### src/rtl/pair_pkg.sv
// rtl/pair_pkg.sv - shared pair word type, default field width and field-split helper
package pair_pkg;

    localparam int FIELD_W_DEFAULT = 4;

    typedef struct packed {
        logic [FIELD_W_DEFAULT-1:0] b;
        logic [FIELD_W_DEFAULT-1:0] a;
    } pair_t;

    function automatic void pair_unpack(
        input  pair_t                      p,
        output logic [FIELD_W_DEFAULT-1:0] a,
        output logic [FIELD_W_DEFAULT-1:0] b
    );
        a = p.a;
        b = p.b;
    endfunction

endpackage

### src/rtl/pair_fifo_ctrl.sv
// rtl/pair_fifo_ctrl.sv - FIFO pointers, occupancy, push/pop enables and sticky overflow
module pair_fifo_ctrl
    import pair_pkg::*;
#(
    parameter int DEPTH = 4
) (
    input  logic                       clk,
    input  logic                       rst_n,
    input  logic                       in_valid,
    input  logic                       out_ready,
    output logic                       in_ready,
    output logic                       out_valid,
    output logic                       push,
    output logic                       pop,
    output logic [$clog2(DEPTH)-1:0]   wr_ptr,
    output logic [$clog2(DEPTH)-1:0]   rd_ptr,
    output logic [$clog2(DEPTH+1)-1:0] count,
    output logic                       overflow
);

    localparam int AW = $clog2(DEPTH);
    localparam int CW = $clog2(DEPTH + 1);

    logic full;
    logic empty;

    assign full      = (count == CW'(DEPTH));
    assign empty     = (count == '0);
    assign in_ready  = !full;
    assign out_valid = !empty;

    // Full blocks the push even when a pop happens in the same cycle
    assign push = in_valid && in_ready;
    assign pop  = out_valid && out_ready;

    // Pointers are exactly log2(DEPTH) bits, so wrap comes for free
    always_ff @(posedge clk or negedge rst_n) begin
        if (!rst_n) begin
            wr_ptr   <= '0;
            rd_ptr   <= '0;
            count    <= '0;
            overflow <= 1'b0;
        end else begin
            if (push) begin
                wr_ptr <= wr_ptr + AW'(1);
            end
            if (pop) begin
                rd_ptr <= rd_ptr + AW'(1);
            end
            if (push && !pop) begin
                count <= count + CW'(1);
            end else if (pop && !push) begin
                count <= count - CW'(1);
            end
            if (in_valid && !in_ready) begin
                overflow <= 1'b1;
            end
        end
    end

endmodule

### src/rtl/pair_unpack_fifo.sv
// rtl/pair_unpack_fifo.sv - packed {b,a} word FIFO with unpacked head; PAIR_UNPACK_SUM_EN adds out_sum
module pair_unpack_fifo
    import pair_pkg::*;
#(
    parameter int FIELD_W = FIELD_W_DEFAULT,
    parameter int DEPTH   = 4
) (
    input  logic                       clk,
    input  logic                       rst_n,
    input  logic                       in_valid,
    output logic                       in_ready,
    input  logic [2*FIELD_W-1:0]       in_data,
    output logic                       out_valid,
    input  logic                       out_ready,
    output logic [FIELD_W-1:0]         out_a,
    output logic [FIELD_W-1:0]         out_b,
    output logic [$clog2(DEPTH+1)-1:0] count,
`ifdef PAIR_UNPACK_SUM_EN
    output logic [FIELD_W:0]           out_sum,
`endif
    output logic                       overflow
);

    localparam int AW = $clog2(DEPTH);

    logic          push;
    logic          pop;
    logic [AW-1:0] wr_ptr;
    logic [AW-1:0] rd_ptr;

    pair_fifo_ctrl #(
        .DEPTH (DEPTH)
    ) u_ctrl (
        .clk       (clk),
        .rst_n     (rst_n),
        .in_valid  (in_valid),
        .out_ready (out_ready),
        .in_ready  (in_ready),
        .out_valid (out_valid),
        .push      (push),
        .pop       (pop),
        .wr_ptr    (wr_ptr),
        .rd_ptr    (rd_ptr),
        .count     (count),
        .overflow  (overflow)
    );

    // Storage is intentionally not reset; the head is only meaningful with out_valid
    if (FIELD_W == FIELD_W_DEFAULT) begin : g_pair
        pair_t mem [DEPTH];

        always_ff @(posedge clk) begin
            if (push) begin
                mem[wr_ptr] <= pair_t'(in_data);
            end
        end

        always_comb begin
            out_a = '0;
            out_b = '0;
            pair_unpack(mem[rd_ptr], out_a, out_b);
        end
    end else begin : g_wide
        logic [2*FIELD_W-1:0] mem [DEPTH];

        always_ff @(posedge clk) begin
            if (push) begin
                mem[wr_ptr] <= in_data;
            end
        end

        always_comb begin
            out_a = mem[rd_ptr][FIELD_W-1:0];
            out_b = mem[rd_ptr][2*FIELD_W-1:FIELD_W];
        end
    end

`ifdef PAIR_UNPACK_SUM_EN
    assign out_sum = {1'b0, out_a} + {1'b0, out_b};
`endif

endmodule

### config.mk
export PLATFORM = sky130hd
export DESIGN_NAME = pair_unpack_fifo
export DESIGN_NICKNAME = d
export VERILOG_FILES = /design/src/rtl/pair_pkg.sv /design/src/rtl/pair_fifo_ctrl.sv /design/src/rtl/pair_unpack_fifo.sv
export SDC_FILE = /design/constraint.sdc
export NUM_CORES = 1
export LEC_CHECK = 0
export ABC_AREA = 0
export BUFFER_PORTS_ARGS = -buffer_cell sky130_fd_sc_hd__buf_2
export CAP_MARGIN = 15
export CORE_MARGIN = 10
export CORE_UTILIZATION = 40
export CTS_BUF_LIST = sky130_fd_sc_hd__clkbuf_4
export DETAILED_ROUTE_END_ITERATION = 16
export GPL_ROUTABILITY_DRIVEN = 1
export GPL_TIMING_DRIVEN = 0
export SYNTH_ARGS = -nofsm -noshare
export SYNTH_HDL_FRONTEND = slang
export SYNTH_SLANG_ARGS = --single-unit
### constraint.sdc
create_clock -name clk -period 4.75 [get_ports clk]
set_input_delay 0.475 -clock clk [delete_from_list [all_inputs] [get_ports clk]]
set_output_delay 0.475 -clock clk [all_outputs]
set_load 0.05 [all_outputs]
## Word level (Yosys, flattened, before mapping)

Memory sizes are Yosys's and may differ from the RTL's.
Cells that the tools add are included.

| storage, ports and cells | value |
|---|---|
| register bits | 8 |
| bits in latches | 0 |
| bits in writable memories | 32 |
| memory bits (read-only) | 0 |
| input bits | 12 |
| memories | 1 |

Memories:

| memory | depth | bits a word | read ports | clocked after Yosys merged registers in | wr ports | line | source |
|---|---|---|---|---|---|---|---|
| g_pair.mem | 4 | 8 | 1 | 0 | 1 | pair_unpack_fifo.sv:50 | `pair_t mem [DEPTH];` |

| cells by class | value |
|---|---|
| add/subtract/negate cells | 4 |
| multipliers | 0 |
| divide/modulo/power cells | 0 |
| order comparisons | 0 |
| equality and inequality tests | 1 |
| shift operators | 0 |
| muxes and demuxes | 4 |
| bitwise operators | 0 |
| reductions and logical operators | 11 |

Operator list:

| kind | number |
|---|---|
| 2-to-1 mux 3 bit | 2 |
| logical AND 1 bit | 5 |
| adder 2 x 1 -> 2 bit (second input constant) | 2 |
| zero test 1 bit | 4 |
| adder 3 x 1 -> 3 bit (second input constant) | 1 |
| equality test 3 bit (second input constant) | 1 |
| zero test 3 bit | 1 |
| subtractor 3 x 1 -> 3 bit (second input constant) | 1 |
| 2-to-1 mux 1 bit | 2 |
| nonzero test 2 bit | 1 |

## Longest topological paths before layout

| depth | value |
|---|---|
| depth after elaboration | 7 |
| depth in mapped cells | 9 |
| mapped depth without buffers | 8 |

## By module

Synthesis repeated with hierarchy kept, for this count alone.

| unflattened totals | value |
|---|---|
| cell total of the unflattened synthesis | 75 |
| area, all modules | 1562.7 sq um |

Modules (own cells, without submodules):

| module | instances | cells each | area each (sq um) | sequential area each (sq um) |
|---|---|---|---|---|
| pair_unpack_fifo | 1 | 46 | 1188.6 | 960.9 |
| pair_fifo_ctrl | 1 | 29 | 374.1 | 200.2 |

## Worst setup path before layout

Ideal clock, no wire load.

| timing | value |
|---|---|
| path type | flip-flop to flip-flop |
| from | register u_ctrl.count[0] |
| to | register u_ctrl.count[2] |
| library setup time | 82 ps |
| data arrival time | 2298 ps |
| slack | 2370 ps |
| cell stages (with the launch flop) | 9 |
| period minus slack after synthesis | 2380 ps |
| cell sequence | dfrtp_1 or3_4 nand2_1 ha_1 inv_1 fa_1 xor2_1 nor2_1 xor2_1 |

| between the ends | value |
|---|---|
| cells in the longest elaborated chain, start to end | 6 |
| elaborated cells between the ends (all ways) | 15 |
| classes of those cells | add/sub (2); eq/ne (1); mux (2); reduce/logical (10) |

RTL lines:

| what | line | source |
|---|---|---|
| from (decl) | pair_fifo_ctrl.sv:17 | `output logic [$clog2(DEPTH+1)-1:0] count,` |
| from (signal assigned) | pair_fifo_ctrl.sv:51 | `count <= count + CW'(1);` |
| from (signal assigned) | pair_fifo_ctrl.sv:53 | `count <= count - CW'(1);` |
| zero test 3 bit (*) | pair_fifo_ctrl.sv:28 | `assign empty = (count == '0);` |
| zero test 1 bit (*) | pair_fifo_ctrl.sv:30 | `assign out_valid = !empty;` |
| named net out_valid | pair_unpack_fifo.sv:13 | `output logic out_valid,` |
| logical AND 1 bit (*) | pair_fifo_ctrl.sv:34 | `assign pop = out_valid && out_ready;` |
| zero test 1 bit | pair_fifo_ctrl.sv:50 | `if (push && !pop) begin` |
| logical AND 1 bit | pair_fifo_ctrl.sv:50 |  |
| 2-to-1 mux 3 bit / nonzero test 2 bit (equally long branches) | -- |  |

The timed path passes the listed nets; every way through them passes the cells marked *. The select of a mux whose other input is x is not followed.
A chain may end at the register's enable or synchronous reset.

## Final worst setup path

| timing | value |
|---|---|
| from | register u_ctrl.rd_ptr[0] |
| to | output out_a[0] |

| between the ends | value |
|---|---|
| cells in the longest elaborated chain, start to end | 1 |

RTL lines:

| what | line | source |
|---|---|---|
| from (decl) | pair_fifo_ctrl.sv:16 | `output logic [$clog2(DEPTH)-1:0] rd_ptr,` |
| from (signal assigned) | pair_fifo_ctrl.sv:48 | `rd_ptr <= rd_ptr + AW'(1);` |
| memory read (4 x 8 bit) | -- |  |
| to (decl) | pair_unpack_fifo.sv:15 | `output logic [FIELD_W-1:0] out_a,` |

Every way passes these cells.

==> summary.md <==
| Metric | Value |
|---|---|
| Worst Hold Depth | 1 |
| Clock slew at reported path FFs | around 0.13 ns |
| Vias in the first global route | roughly 950 |
| Maximum number of pins on one net before global-route repair | 15 |
| Row Count | 23 |
| Hold WC Path Type | input pin to flip-flop |
| Yosys cell types | 21 |
| Clock Latency Late Sink | around 0.35 ns |
| Initial Utilization | about 41% |
| Final GP Congestion | 0.611 |
| Die width | between 80 and 90 um |
| Drt first-iter violations | between 40 and 50 |
| YS warnings | 0 |
| Gr ovfl total | 0 |
| Mean area per synthesized cell | roughly 20 sq um |
| Clock root cell | clkbuf_4 |
| Dpl hpwl | between 2000 and 2500 um |
| Area delta synth->final | 17.3% |
| Initial antenna violation count | 0 |
| GRT Total Usage | 8.63% |
| Num CTS Buffers | 5 |
| Drt total wl | between 2000 and 3000 um |
| DIE HEIGHT | 83.8 um |
| Sequential area share after synthesis | 71.3% |
| Setup CP Type | flip-flop to output port |
| Vias | around 790 |
| Cts repair resizes | 0 |
| MaxCap Viol Count | 0 |
| Min Clock Period, post-route | around 2.3 ns |
| Number of top-level pins | 26 |
| CTS Hold Buffers Added | 1 |
| Top cells by area, synth | edfxtp_1 59%, dfrtp_1 12%, mux4_2 11%, ha_1 3.8%, xnor2_1 2.2% |
| Setup repair after global routing missed its margin | false |
| First-pass GRT wire length | 4750 um |
| Yosys top cell by area | edfxtp_1 |
| CTS sink count | 40 |
| Outcome | finished clean |
| Final core utilization | slightly below 50% |
| Syn Nets | between 90 and 100 |
| Final Net Count | 131 |
| Setup Skew | slightly below 0.006 ns |
| Number of flops mapped to enable cells by yosys | 32 |
| First-pass DRT Iterations | 4 |
| Commonest cells post-synth | 32 x edfxtp_1, 8 x dfrtp_1, 8 x mux4_2 |
| Worst path arrival time | about 1.8 ns |
| Hold slack | between 0.3 and 0.4 ns |
| Reg2Reg Depth | 8 |
| DRC Markers | 0 |
| Antenna viol nets, final | 0 |
| Critical Path End Type | output port |
| Final Max Slew Viols | 0 |
| Commonest register cell after synthesis | edfxtp_1 |
| Mapped Cells | 80 |
| CTS Buffer Depth | 2 |
| WP data required | between 4 and 5 ns |
| Fmax | about 0.44 GHz |
| Postcts setup bufs | 0 |
| Worst-path fanout max | 10 |
| Post-synth top area share | about three fifths |
| Final Hold Vio Count | 0 |
| Diode count | 0 |
| Core box area | approximately 4000 sq um |
| Setup TNS | 0 ns |
| PortBufs | 25 |
| Layout cells sized above 1 | around 46% |
| Share of flip-flops with an asynchronous set or reset | about a fifth |
| Top-count cell post-synth | edfxtp_1 |
| Max H-tree Level | 2 |
| Netlist Area Pre-Place | around 1600 sq um |
| #FFs+latches synth | 40 |
| CTS tree | done |
| Setup crit start kind | flip-flop |
| Via density | 4.84 |
| Worst Tran Pin Value | approximately 0.58 ns |
| DIE AREA | 7020 sq um |
| DR WL/cell | 17.2 um |
| Final worst path period share | 47.6% |
| Count of final setup violators | 0 |
| Slew margin rel. | 61.3% |
-- logic make-up (layout without fill, tap and decap cells) --
logic type / count (synthesis) / count (layout) / share of synthesized area [%]
AND/OR/NAND/NOR: 10 / 10 / 5.00
AO/OA/AOI/OAI: 1 / 1 / 0.538
buffers and inverters: 7 / 41 / 2.15
adder cells (fa/ha/maj): 6 / 6 / 5.07
XOR/XNOR: 6 / 6 / 3.23
flip-flops: 40 / 40 / 71.3
multiplexers: 10 / 10 / 12.7
-- per-layer routing --
layer,vias to the layer above,part of all wire [%],wire [um],global-route usage (%)
met4,0,1.3,36,2.74
met1,408,41,1160,9.58
li1,364,-,-,-
met5,-,0,0,0
met2,17,53,1490,14.5
met3,5,4.7,133,3.71
-- metrics by stage --
| step | cell area (sq um) | setup slack, ns | cells |
|---|---|---|---|
| global route | 1910 | 2.36 | 164 |
| finish | 1910 | 2.49 | 164 |
| CTS | 1910 | 2.44 | 164 |
| detailed placement | 1820 | 2.60 | 155 |
| floorplan | 1630 | 2.37 | 80 |
| global placement | 1820 | 2.66 | 155 |
-- worst paths after layout --
kind                             startpoint                to  slack (ns)
hold / removal                   in_data[5]  g_pair.mem[1][5]        0.33
hold reg to reg             u_ctrl.overflow   u_ctrl.overflow        0.47
setup reg to reg            u_ctrl.count[0]   u_ctrl.count[2]        2.58
max in group asynchronous             rst_n   u_ctrl.count[1]        4.09
setup / recovery           u_ctrl.rd_ptr[0]          out_a[0]        2.49
min in group asynchronous             rst_n   u_ctrl.count[2]        0.49
-- worst max-delay path: stages, from the launching register on --
cell and delay [ns]:
dfrtp_1 0.34, buf_2 0.31, mux4_2 0.56, buf_2 0.23
-- flip-flops by register name, summed over array words and instances, names as in the netlist --
name             count
g_pair.mem          32
u_ctrl.count         3
u_ctrl.overflow      1
u_ctrl.rd_ptr        2
u_ctrl.wr_ptr        2
-- placed cells by master (no fill, tap or decap), types with 2 or more instances in the layout --
cell type  netlist  layout
clkbuf_4         0       5
xnor2_1          4       4
and2_2           4       4
buf_2            1      26
dfrtp_1          8       8
edfxtp_1        32      32
mux4_2           8       8
xor2_1           2       2
ha_1             5       5
inv_1            4       4
-- cell type report --
cell class	instances	area, sq um
sequential	40	1160
tap	50	62.6
inverter	4	15.0
multi-input combinational	33	432
buffer	3	20.0
timing repair buffer	26	135
clock inverter	3	46.3
fill	341	2060
clock buffer	5	37.5
Power is left out: the tool's default activity adds up to more than one toggle a clock period on the data nets, which glitch-free logic cannot reach.
